File: src/rtl/seq_alu_pkg.sv
// Shared definitions for the sequential ALU: opcodes, FSM encoding and
// the bit layout of the flag bundle handed to the EX/MEM register.
package seq_alu_pkg;

  localparam logic [3:0] OP_ADD = 4'd0;
  localparam logic [3:0] OP_SUB = 4'd1;
  localparam logic [3:0] OP_AND = 4'd2;
  localparam logic [3:0] OP_OR  = 4'd3;
  localparam logic [3:0] OP_XOR = 4'd4;
  localparam logic [3:0] OP_GT  = 4'd5;
  localparam logic [3:0] OP_SHL = 4'd6;
  localparam logic [3:0] OP_SHR = 4'd7;
  localparam logic [3:0] OP_SRA = 4'd8;
  localparam logic [3:0] OP_MUL = 4'd9;

  typedef enum logic {
    ST_IDLE = 1'b0,
    ST_MUL  = 1'b1
  } state_t;

  // Flag bundle bit positions
  localparam int FLAG_C = 0;
  localparam int FLAG_Z = 1;
  localparam int FLAG_N = 2;
  localparam int FLAG_V = 3;
  localparam int FLAG_I = 4;
  localparam int FLAG_W = 5;

  // Opcodes above MUL are unassigned
  function automatic logic is_illegal(input logic [3:0] op);
    return (op > OP_MUL);
  endfunction

  // Assemble the flag bundle in its canonical bit order
  function automatic logic [FLAG_W-1:0] pack_flags(
    input logic c, input logic z, input logic n, input logic v, input logic i);
    logic [FLAG_W-1:0] f;
    f = '0;
    f[FLAG_C] = c;
    f[FLAG_Z] = z;
    f[FLAG_N] = n;
    f[FLAG_V] = v;
    f[FLAG_I] = i;
    return f;
  endfunction

endpackage

File: src/rtl/seq_mul_unit.sv
// Iterative shift-add unsigned multiplier, one multiplier bit per cycle.
// The accumulator's low half starts as the multiplier and is consumed
// from the LSB while the partial product grows into the high half.
module seq_mul_unit #(
  parameter int WIDTH = 16
) (
  input  logic                 clk,
  input  logic                 rst,
  input  logic                 start,
  input  logic [WIDTH-1:0]     a,
  input  logic [WIDTH-1:0]     b,
  output logic                 done,
  output logic [2*WIDTH-1:0]   product
);

  localparam int CW = $clog2(WIDTH) + 1;

  logic [WIDTH-1:0]   mcand_reg;
  logic [2*WIDTH-1:0] acc_reg;
  logic [2*WIDTH-1:0] acc_next;
  logic [CW-1:0]      cnt_reg;
  logic [WIDTH-1:0]   addend;
  logic [WIDTH:0]     sum;

  assign addend   = acc_reg[0] ? mcand_reg : '0;
  assign sum      = {1'b0, acc_reg[2*WIDTH-1:WIDTH]} + {1'b0, addend};
  assign acc_next = {sum, acc_reg[WIDTH-1:1]};

  // done marks the cycle doing the last step; product is that step's
  // outcome so the parent can capture it on the same edge
  assign done    = (cnt_reg == CW'(1));
  assign product = acc_next;

  // Load operands on start, then one add/shift step per cycle
  always_ff @(posedge clk) begin
    if (rst) begin
      mcand_reg <= '0;
      acc_reg   <= '0;
      cnt_reg   <= '0;
    end else if (start) begin
      mcand_reg <= a;
      acc_reg   <= {{WIDTH{1'b0}}, b};
      cnt_reg   <= CW'(WIDTH);
    end else if (cnt_reg != '0) begin
      acc_reg <= acc_next;
      cnt_reg <= cnt_reg - CW'(1);
    end
  end

endmodule

File: src/rtl/seq_alu.sv
// Handshaked, registered ALU with flags. Single-cycle ops complete the
// cycle after accept; MUL runs on seq_mul_unit and stalls the input side.
module seq_alu
  import seq_alu_pkg::*;
#(
  parameter int WIDTH = 16,
  parameter int SHW   = $clog2(WIDTH)
) (
  input  logic             clk,
  input  logic             rst,
  input  logic             in_valid,
  output logic             in_ready,
  input  logic [3:0]       opcode,
  input  logic [WIDTH-1:0] a,
  input  logic [WIDTH-1:0] b,
  output logic             out_valid,
  input  logic             out_ready,
  output logic [WIDTH-1:0] result,
  output logic             carry,
  output logic             zero,
  output logic             negative,
  output logic             overflow,
  output logic             illegal
);

  state_t              state_reg;
  logic                out_valid_reg;
  logic [WIDTH-1:0]    result_reg;
  logic [FLAG_W-1:0]   flags_reg;

  logic                accept;
  logic                mul_start;
  logic                mul_done;
  logic [2*WIDTH-1:0]  mul_product;
  logic [FLAG_W-1:0]   mul_flags;

  logic [SHW-1:0]      amt;
  logic [WIDTH:0]      sum_ext;
  logic [WIDTH:0]      diff_ext;
  logic [WIDTH:0]      shl_ext;
  logic [WIDTH:0]      shr_ext;
  logic signed [WIDTH:0] sra_ext;
  logic [WIDTH-1:0]    and_v;
  logic [WIDTH-1:0]    or_v;
  logic [WIDTH-1:0]    xor_v;

  logic [WIDTH-1:0]    res_c;
  logic                carry_c;
  logic                ovf_c;
  logic [FLAG_W-1:0]   flags_c;

  // Output slot must be free (or draining) and no multiply in flight
  assign in_ready  = (state_reg == ST_IDLE) && (!out_valid_reg || out_ready);
  assign accept    = in_valid && in_ready;
  assign mul_start = accept && (opcode == OP_MUL);

  seq_mul_unit #(.WIDTH(WIDTH)) u_mul (
    .clk     (clk),
    .rst     (rst),
    .start   (mul_start),
    .a       (a),
    .b       (b),
    .done    (mul_done),
    .product (mul_product)
  );

  // Carry-out sits in the extra top bit of the extended sums
  assign amt      = b[SHW-1:0];
  assign sum_ext  = {1'b0, a} + {1'b0, b};
  assign diff_ext = {1'b0, a} + {1'b0, ~b} + (WIDTH+1)'(1);

  // The guard bit beside a collects the last bit shifted out; with a
  // zero shift amount it stays 0
  assign shl_ext = {1'b0, a} << amt;
  assign shr_ext = {a, 1'b0} >> amt;
  assign sra_ext = $signed({a, 1'b0}) >>> amt;

  genvar gi;
  generate
    for (gi = 0; gi < WIDTH; gi++) begin : g_bitwise
      assign and_v[gi] = a[gi] & b[gi];
      assign or_v[gi]  = a[gi] | b[gi];
      assign xor_v[gi] = a[gi] ^ b[gi];
    end
  endgenerate

  // Single-cycle result, carry and overflow selection
  always_comb begin
    res_c   = '0;
    carry_c = 1'b0;
    ovf_c   = 1'b0;
    case (opcode)
      OP_ADD: begin
        res_c   = sum_ext[WIDTH-1:0];
        carry_c = sum_ext[WIDTH];
        ovf_c   = (a[WIDTH-1] == b[WIDTH-1]) && (sum_ext[WIDTH-1] != a[WIDTH-1]);
      end
      OP_SUB: begin
        res_c   = diff_ext[WIDTH-1:0];
        carry_c = diff_ext[WIDTH];
        ovf_c   = (a[WIDTH-1] != b[WIDTH-1]) && (diff_ext[WIDTH-1] != a[WIDTH-1]);
      end
      OP_AND: res_c = and_v;
      OP_OR:  res_c = or_v;
      OP_XOR: res_c = xor_v;
      OP_GT:  res_c = {{(WIDTH-1){1'b0}}, (a > b)};
      OP_SHL: begin
        res_c   = shl_ext[WIDTH-1:0];
        carry_c = shl_ext[WIDTH];
      end
      OP_SHR: begin
        res_c   = shr_ext[WIDTH:1];
        carry_c = shr_ext[0];
      end
      OP_SRA: begin
        res_c   = sra_ext[WIDTH:1];
        carry_c = sra_ext[0];
      end
      default: begin
        res_c   = '0;
        carry_c = 1'b0;
      end
    endcase
  end

  assign flags_c = pack_flags(carry_c, (res_c == '0), res_c[WIDTH-1], ovf_c,
                              is_illegal(opcode));

  assign mul_flags = pack_flags(|mul_product[2*WIDTH-1:WIDTH],
                                (mul_product[WIDTH-1:0] == '0),
                                mul_product[WIDTH-1], 1'b0, 1'b0);

  // Control FSM and output registers
  always_ff @(posedge clk) begin
    if (rst) begin
      state_reg     <= ST_IDLE;
      out_valid_reg <= 1'b0;
      result_reg    <= '0;
      flags_reg     <= '0;
    end else begin
      case (state_reg)
        ST_IDLE: begin
          if (accept) begin
            if (opcode == OP_MUL) begin
              // Any previous result is being consumed this cycle
              state_reg     <= ST_MUL;
              out_valid_reg <= 1'b0;
            end else begin
              result_reg    <= res_c;
              flags_reg     <= flags_c;
              out_valid_reg <= 1'b1;
            end
          end else if (out_ready) begin
            out_valid_reg <= 1'b0;
          end
        end
        ST_MUL: begin
          if (mul_done) begin
            result_reg    <= mul_product[WIDTH-1:0];
            flags_reg     <= mul_flags;
            out_valid_reg <= 1'b1;
            state_reg     <= ST_IDLE;
          end
        end
        default: state_reg <= ST_IDLE;
      endcase
    end
  end

  assign out_valid = out_valid_reg;
  assign result    = result_reg;
  assign carry     = flags_reg[FLAG_C];
  assign zero      = flags_reg[FLAG_Z];
  assign negative  = flags_reg[FLAG_N];
  assign overflow  = flags_reg[FLAG_V];
  assign illegal   = flags_reg[FLAG_I];

endmodule
File: config.mk
export PLATFORM = sky130hd
export DESIGN_NAME = seq_alu
export DESIGN_NICKNAME = d
export VERILOG_FILES = /design/src/rtl/seq_alu_pkg.sv /design/src/rtl/seq_mul_unit.sv /design/src/rtl/seq_alu.sv
export SDC_FILE = /design/constraint.sdc
export NUM_CORES = 1
export LEC_CHECK = 0
export ABC_CLOCK_PERIOD_IN_PS = 8200
export CAP_MARGIN = 20
export CORE_MARGIN = 2
export CORE_UTILIZATION = 46
export CTS_CLUSTER_SIZE = 12
export DETAILED_ROUTE_END_ITERATION = 12
export GPL_ROUTABILITY_DRIVEN = 0
export MAX_ROUTING_LAYER = met4
export PLACE_DENSITY = 0.65
export SLEW_MARGIN = 20
export SYNTH_ARGS = -nofsm -noshare
export SYNTH_HDL_FRONTEND = slang
export SYNTH_SLANG_ARGS = --single-unit
File: constraint.sdc
create_clock -name clk -period 8.2 [get_ports clk]
set_input_delay 2.05 -clock clk [delete_from_list [all_inputs] [get_ports clk]]
set_output_delay 2.05 -clock clk [all_outputs]
set_load 0.05 [all_outputs]
; Word-level counts from Yosys, hierarchy flattened
; Cells that the tools add are included.
[totals]
input_bits = 40
wordCells = 128
reg_bits = 76
[op_classes]
n_eq_ne = 18
muxes = 25
add_sub_neg = 5
n_shift = 3
bitwise_logic = 50
magnitude_cmp = 2
n_reduce_logical = 16
[ops]
columns = operator, count
row1 = $pmux 16 s9, 1
row2 = $mux 16, 6
row3 = $add 16x16->17, 3
row4 = $logic_not 16->1, 2
row5 = $pmux 16 s2, 1
row6 = $mux 5, 5
row7 = $add 17x1->17 const B, 1
row8 = $shl 16x4->17, 1
row9 = $shr 17x4->17, 1
row10 = $sshr 17x4->17, 1
row11 = $and 1x1->1, 16
row12 = $eq 4x3->1 const B, 4
row13 = $gt 16x16->1, 1
row14 = $not 16->16, 1
row15 = $or 1x1->1, 16
row16 = $reduce_or 16->1, 1
row17 = $xor 1x1->1, 16
row18 = $pmux 5 s2, 1
row19 = $eq 4x2->1 const B, 2
row20 = $eq 4x4->1 const B, 2
row21 = $mux 1, 7
row22 = $pmux 1 s2, 3
row23 = $eq 5x1->1 const B, 1
row24 = $logic_and 1x1->1, 5
row25 = 18 further kinds, 21

; Depth between registers and ports, before layout
; Gate-level depths: netlist of run 1.
[logic_depth]
depth_word = 9
ltp_mapped = 15
depth_no_buf = 13

; Hierarchy
; A second synthesis of run 1 with hierarchy kept.
[hier_totals]
cells_unflattened = 1100
hier_area_um2 = 8562.0
[by_module_without_submodules]
columns = mod, area_each_um2, n_inst, seq_area_each_um2, cells_per_inst
row1 = seq_alu, 5476.5, 1, 440.4, 735
row2 = seq_mul_unit, 3085.5, 1, 1061.0, 365

; Least setup slack after synthesis of run 1
; No wires, ideal clock.
[synth_path]
path_type = in2reg
start = input b[2]
end = register flags_reg[1]
path_slack_ns = 2.752
path_stages = 14
arrival_time_ns = 5.360
n_path_buf = 3
cell_sequence = inv_1 -> clkbuf_1 -> clkbuf_1 -> ha_1 -> buf_2 -> nor3_1 -> a211oi_2 -> a221oi_1 -> o221a_2 -> o211ai_1 -> a2111oi_0 -> nand4b_1 -> or4b_1 -> o32ai_2
[synth_between]
elab_chain_cells = 8
elab_cells_between_ends = 16
classes_between = 3 x add/sub / 1 x order compare / 3 x shift / 4 x mux / 4 x bitwise / 1 x reduce/logical
[synth_lines]
columns = element, line_no
row1 = from (decl), seq_alu.sv:15  ; input logic [WIDTH-1:0] b,
row2 = $not 16->16, seq_alu.sv:70  ; assign diff_ext = {1'b0, a} + {1'b0, ~b} + (WIDTH+1)'(1);
row3 = $add 16x16->17, seq_alu.sv:70
row4 = $add 17x1->17, seq_alu.sv:70
row5 = $pmux 16 s9 (*), seq_alu.sv:92  ; case (opcode)
row6 = $logic_not 16->1 (*), seq_alu.sv:126  ; assign flags_c = pack_flags(carry_c, (res_c == '0), res_c[WIDTH-1], ovf_c,
row7 = $mux 5 (*), seq_alu.sv:144  ; if (opcode == OP_MUL) begin
row8 = $mux 5 (*), seq_alu.sv:143  ; if (accept) begin
row9 = $pmux 5 s2 (*), seq_alu.sv:141  ; case (state_reg)
row10 = to (signal assigned), seq_alu.sv:150  ; flags_reg <= flags_c;
row11 = to (signal assigned), seq_alu.sv:160  ; flags_reg <= mul_flags;
row12 = to (decl), seq_alu.sv:29  ; logic [FLAG_W-1:0] flags_reg;
; Every way passes the cells marked *; elsewhere a longest branch is shown, timed or not. The select of a mux whose other input is x is not followed.
; A chain may end at the register's enable or synchronous reset.

; Final worst setup path of run 1
[layout_path]
start = input a[5]
end = register flags_reg[1]
[layout_between]
elab_chain_cells = 7
elab_cells_between_ends = 15
classes_between = 3 x add/sub / 1 x order compare / 3 x shift / 4 x mux / 3 x bitwise / 1 x reduce/logical
[layout_lines]
columns = element, line_no
row1 = from (decl), seq_alu.sv:14  ; input logic [WIDTH-1:0] a,
row2 = $add 16x16->17, seq_alu.sv:70
row3 = $add 17x1->17, seq_alu.sv:70
row4 = $pmux 16 s9 (*), seq_alu.sv:92
row5 = $logic_not 16->1 (*), seq_alu.sv:126
row6 = $mux 5 (*), seq_alu.sv:144
row7 = $mux 5 (*), seq_alu.sv:143
row8 = $pmux 5 s2 (*), seq_alu.sv:141
; Marked as above.

==> results.yml, run 1 <==
sta:
  rsz0062_at_grt: "false"
  maxSlewHeadroom: 0.0799
  period_share: 0.812
  finalCriticalPeriod_ns: 6.66
  hold_viol: 0
  finClkSkew_ns: 0.00826
  setup_violations: 0
  fin_tns_setup_ns: 0
  fmax_mhz: 150
  whs_ns: 0.452
  slew_violations: 0
  worst_pin_slew_ns: 1.35
clocking:
  cts_resized: 0
  holdBufCountCts: 0
  cts_buffer_depth: 2
  clock_sinks: 75
  clk_pin_slew_worst_paths_ns: 0.06
  worstSkewPairLatency_ns: 0.34
  cts_tree: "yes"
  h-tree-depth: 3
  cts_setup_buffers: 0
  cts_root_buf: "clkbuf_16"
  numCtsBuffers: 9
placed_design:
  hpwl_mm: 21.1
  place_area_um2: 9070
  io_buffers: 62
  dp.cells: 1364
layout:
  fillers: 1772
  layout_common_cells: "nand2_1, nor2_1, a21oi_1"
  largest_reg_flops: 32
  stdcell_area_um2: 9360
  area_growth_pct: 10.7
  layout_commonest_cell: "nand2_1"
  fin_cells: 1380
  nNetsFinal: 1257
  drive_gt1_frac: 0.0730
  fin_util: 0.519
  antenna_cells: 0
worst_setup_path:
  worstPathMaxFanout: 15
  r2r-end: "flags_reg[0]$_SDFFE_PP0P_"
  path_class: "in -> reg"
  worst_path_max_delay_cell: "clkdlybuf4s50_1"
  worstRegToRegCells: 11
  path_cells: "clkdlybuf4s50_1, inv_1, ha_1, nor3b_1, a2111oi_0, a21oi_1, a221oi_1, o221ai_1, nor2_1, nand4b_1, or4b_1, o32ai_2"
  reg2reg_from: "u_mul.acc_reg[0]$_SDFFE_PP0P_"
  crit_path_end_kind: "register"
  crit_required_ns: 8.46
  crit_family: "compound AO/OA/AOI/OAI gates"
  crit_arrival_ns: 6.92
  crit_buf_inv: 2
  cpPeakStageDelay_ns: 0.88
  reg2reg_setup_slack_ns: 4.52
  start_kind: "primary input"
floorplan:
  dieHeight_um: 140
  io_pins: 63
  core-area_um2: 18000
  dieArea_um2: 19500
  die_w_um: 140
  initial_core_util: 0.469
  rows: 49
global_routing:
  antenna_found_initial: 0
  grt_pass1_wl_mm: 45.7
  use_met3: 0.0530
  grt_pass1_vias: 8137
  grt-busiest-layer: "met2"
  met2_usage: 0.428
  grt_start_max_net_pins: 58
  grtUsageMet1: 0.424
  overflow: 0
  grtUsageTotal: 0.299
power:
  power_density_nw_per_um2: 161
  p_leak_nw: 3.61
  ir_drop_v: 0.000299
run_status:
  status: "finished clean"
detailed_routing:
  wl_per_cell_um: 20.9
  drt_iter0_markers: 1281
  vias_per_cell: 6.44
  routed_wl_mm: 28.8
  dr_total_vias: 8891
  antenna_left: 0
  drc: 0
  drt-pass1-iter-count: 8
min_path:
  holdPathStages: 2
  whs_endpoint: "u_mul.mcand_reg[10]$_SDFFE_PP0P_"
  hold_start: "u_mul.mcand_reg[10]$_SDFFE_PP0P_"
  hold_path.class: "reg -> reg"
yosys:
  netlist.area_leader.share: 0.178
  synthDistinctLibCells: 77
  synth_area_leaders: "dfxtp_1, ha_1, nand2_1"
  ys_seq_area_frac: 0.178
  yosys_register_bits: 75
  synth_flop_cell: "dfxtp_1"
  async_flop_share: 0
  synth_edf_count: 0
  syn_nets: 1261
  ys_warn_count: 0
  syn_avg_cell_area_um2: 7.35
  netlist_area_um2: 8450
  netlist_instances: 1150
  yosys.area.top_type: "dfxtp_1"
flow_run:
  drv_cap: 0
## worst register-to-register path: cells and delay by family, from the launching register on
kind / cells / cell delay, ns
adders and majority gates: 1 / 0.28
and+or+nand+nor: 3 / 0.77
AOI/OAI and AO/OA: 6 / 1.71
muxes: 1 / 0.18
DFF: 1 / 0.62
## cells in the mapped netlist, types with 7 or more instances
cell type / n
o31ai_1: 9
nor3b_1: 7
a311oi_1: 21
nor4_1: 9
mux2_2: 11
o21ai_0: 50
a2111oi_0: 12
nand2_1: 157
nand2b_1: 20
mux4_2: 20
or3_1: 7
a211oi_1: 20
mux2i_1: 33
a21o_1: 9
nor2b_1: 12
nor2_1: 103
buf_2: 13
a221oi_1: 7
clkbuf_1: 71
or2_2: 8
nor3_1: 37
ha_1: 68
a31oi_1: 10
o211ai_1: 23
dfxtp_1: 75
and2_1: 24
a21oi_1: 95
inv_1: 56
nand3_1: 21
xnor2_1: 12
o21a_1: 7
a211o_1: 9
## power breakdown
group          switching, W  internal (W)  leakage, nW
sequential        0.0000311      0.000406        0.610
clock              0.000168      0.000209        0.131
combinational      0.000449      0.000240         2.87
## final cells by class
cell class	count	area [µm²]	share of cell area
flip-flops and latches	75	1500	0.160
well taps	229	287	0.0306
clock inverters	7	60.1	0.00642
inverters	57	214	0.0229
repair buffers	77	718	0.0767
multi-input cells	926	6350	0.679
clock buffers	9	225	0.0241
## cells by family after synthesis
family	synth area share
compound gates	0.271
simple gates	0.248
xor+xnor	0.0176
buf+inv	0.0716
mux	0.107
fa+ha+maj	0.108
flops	0.178
## worst max-delay path by stage
stage          slack [ns]                        end  cells after the start  startpoint
2_1_floorplan        2.75  flags_reg[1]$_SDFFE_PP0P_                     14        b[2]
3_3_place_gp         1.46  flags_reg[1]$_SDFFE_PP0P_                     12        a[5]
3_5_place_dp         1.44  flags_reg[1]$_SDFFE_PP0P_                     12        a[5]
4_1_cts              1.76  flags_reg[1]$_SDFFE_PP0P_                     12        a[5]
5_1_grt              1.42  flags_reg[1]$_SDFFE_PP0P_                     12        a[5]
6_report             1.54  flags_reg[1]$_SDFFE_PP0P_                     12        a[5]
## stage by stage
step / power [W] / worst slack [ns]
after global placement: 0.00112 / 1.46
after CTS: 0.00150 / 1.76
after floorplan: 0.000927 / 2.75
after detailed placement: 0.00112 / 1.44
after global routing: 0.00160 / 1.42
final: 0.00150 / 1.54
## routing by layer
| metal | up-vias | share of wire |
|---|---|---|
| li1 | 4195 | - |
| met1 | 4145 | 0.44 |
| met2 | 493 | 0.42 |
| met3 | 58 | 0.10 |
| met4 | 0 | 0.031 |
| met5 | - | 0 |
No activity file was read; power rests on OpenSTA's default activity.
==> run 2, diff against run 1 <==
- ABC_CLOCK_PERIOD_IN_PS: 8200 -> 5850
- PLACE_DENSITY: 0.65 -> 0.68
- clock period: 8.2 -> 5.85 ns (I/O delays scaled with it)
==> results.yml, run 2 (same netlist as run 1, synthesis figures left out) <==
detailed_routing:
  drc: 0
  wl_per_cell_um: 20.3
  vias_per_cell: 6.46
  drt-pass1-iter-count: 6
  dr_total_vias: 9114
  antenna_left: 0
  routed_wl_mm: 28.6
  drt_iter0_markers: 1012
layout:
  fin_util: 0.535
  nNetsFinal: 1287
  stdcell_area_um2: 9640
  layout_commonest_cell: "nand2_1"
  fillers: 1766
  drive_gt1_frac: 0.0965
  largest_reg_flops: 32
  area_growth_pct: 14.0
  antenna_cells: 0
  layout_common_cells: "nand2_1, nor2_1, a21oi_1"
global_routing:
  grt_pass1_vias: 8337
  grt_start_max_net_pins: 58
  grtUsageTotal: 0.295
  antenna_found_initial: 0
  grt_pass1_wl_mm: 45.5
  overflow: 0
worst_setup_path:
  reg2reg_setup_slack_ns: 2.12
  crit_path_end_kind: "register"
  start_kind: "primary input"
  cpPeakStageDelay_ns: 0.76
  r2r-end: "flags_reg[0]$_SDFFE_PP0P_"
  path_class: "in -> reg"
  crit_family: "compound AO/OA/AOI/OAI gates"
  crit_arrival_ns: 5.83
  crit_path_end: "flags_reg[1]$_SDFFE_PP0P_"
  reg2reg_from: "u_mul.acc_reg[0]$_SDFFE_PP0P_"
  worst_path_max_delay_cell: "a2111oi_1"
  cp-startpoint: "a[0]"
  worstPathMaxFanout: 7
  path_cells: "clkdlybuf4s50_1, ha_1, fa_1, a211oi_1, nor3_1, or3_1, a2bb2oi_1, mux2i_1, a2111oi_1, or4b_1, o32ai_2"
  cp_num_cells: 11
  crit_required_ns: 6.11
  worstRegToRegCells: 11
  crit_buf_inv: 1
floorplan:
  core-area_um2: 18000
  io_pins: 63
  initial_core_util: 0.469
  rows: 49
  dieHeight_um: 140
  die_w_um: 140
  dieArea_um2: 19500
sta:
  setup_violations: 0
  period_share: 0.953
  hold_viol: 0
  maxSlewHeadroom: 0.296
  worst_pin_slew_ns: 1.03
  fmax_mhz: 179
  finalCriticalPeriod_ns: 5.58
  slew_violations: 0
  finClkSkew_ns: 0.0102
  fin_tns_setup_ns: 0
  rsz0062_at_grt: "false"
clocking:
  cts_resized: 0
  cts_root_buf: "clkbuf_16"
  clk_pin_slew_worst_paths_ns: 0.06
  numCtsBuffers: 9
  cts_buffer_depth: 2
  holdBufCountCts: 0
  worstSkewPairLatency_ns: 0.35
  cts_tree: "yes"
  clock_sinks: 75
  cts_setup_buffers: 0
  h-tree-depth: 3
power:
  p_leak_nw: 3.77
  p_sw_w: 0.000911
  fin_total_pwr_w: 0.00221
  p_clk_frac: 0.277
  comb_power_share: 0.446
  power_density_nw_per_um2: 229
  ir_drop_v: 0.000370
  swShare: 0.412
  internal-power_w: 0.00130
  pwr-share-seq: 0.277
min_path:
  hold_path.class: "reg -> reg"
run_status:
  status: "finished clean"
placed_design:
  hpwl_mm: 21.6
  io_buffers: 62
  place_area_um2: 9310
flow_run:
  drv_cap: 0
-- run 2: metrics by stage --
stage	cells	hold slack [ns]	setup slack (ns)
global placement	1394	0.438	-0.149
finish	1410	0.452	0.275
CTS	1410	0.453	0.416
floorplan	1150	0.432	0.989
global route	1410	0.472	0.121
detailed placement	1394	0.445	0.0797
-- run 2: how the worst min path moves through the flow --
| stage | start | to | slack (ns) | cells past startpoint |
|---|---|---|---|---|
| after floorplan | u_mul.mcand_reg[0]$_SDFFE_PP0P_ | u_mul.mcand_reg[0]$_SDFFE_PP0P_ | 0.43 | 2 |
| after global placement | u_mul.mcand_reg[3]$_SDFFE_PP0P_ | u_mul.mcand_reg[3]$_SDFFE_PP0P_ | 0.44 | 2 |
| after detailed placement | u_mul.mcand_reg[0]$_SDFFE_PP0P_ | u_mul.mcand_reg[0]$_SDFFE_PP0P_ | 0.44 | 2 |
| after CTS | u_mul.mcand_reg[0]$_SDFFE_PP0P_ | u_mul.mcand_reg[0]$_SDFFE_PP0P_ | 0.45 | 2 |
| after global routing | result[9]$_SDFFE_PP0P_ | result[9]$_SDFFE_PP0P_ | 0.47 | 2 |
| final | result[4]$_SDFFE_PP0P_ | result[4]$_SDFFE_PP0P_ | 0.45 | 2 |
-- run 2: area by class of cell --
class	instances	area (µm²)	area share
multi-input combinational	926	6350	0.659
timing repair buffer	107	956	0.0992
tap	229	287	0.0297
inverter	57	214	0.0222
clock buffer	9	225	0.0234
clock inverter	7	101	0.0105
sequential	75	1500	0.156
-- run 2: power groups by stage --
stage | clock network [W] | logic (W) | registers [W]
global route | 0.000639 | 0.00107 | 0.000619
global placement | 0 | 0.000954 | 0.000622
CTS | 0.000619 | 0.000969 | 0.000612
finish | 0.000612 | 0.000984 | 0.000612
detailed placement | 0 | 0.000963 | 0.000622
floorplan | 0 | 0.000643 | 0.000656
-- run 2: per-layer routing --
layer / GRT usage / part of all wire
met1: 0.410 / 0.45
met2: 0.431 / 0.42
met3: 0.0458 / 0.092
met4: 0.113 / 0.040
met5: - / 0
-- run 2: tightest hold or removal path, cell delays in order (launching register included) --
cell and delay, ns:
dfxtp_1 0.31, nand2_1 0.05, a21oi_1 0.05
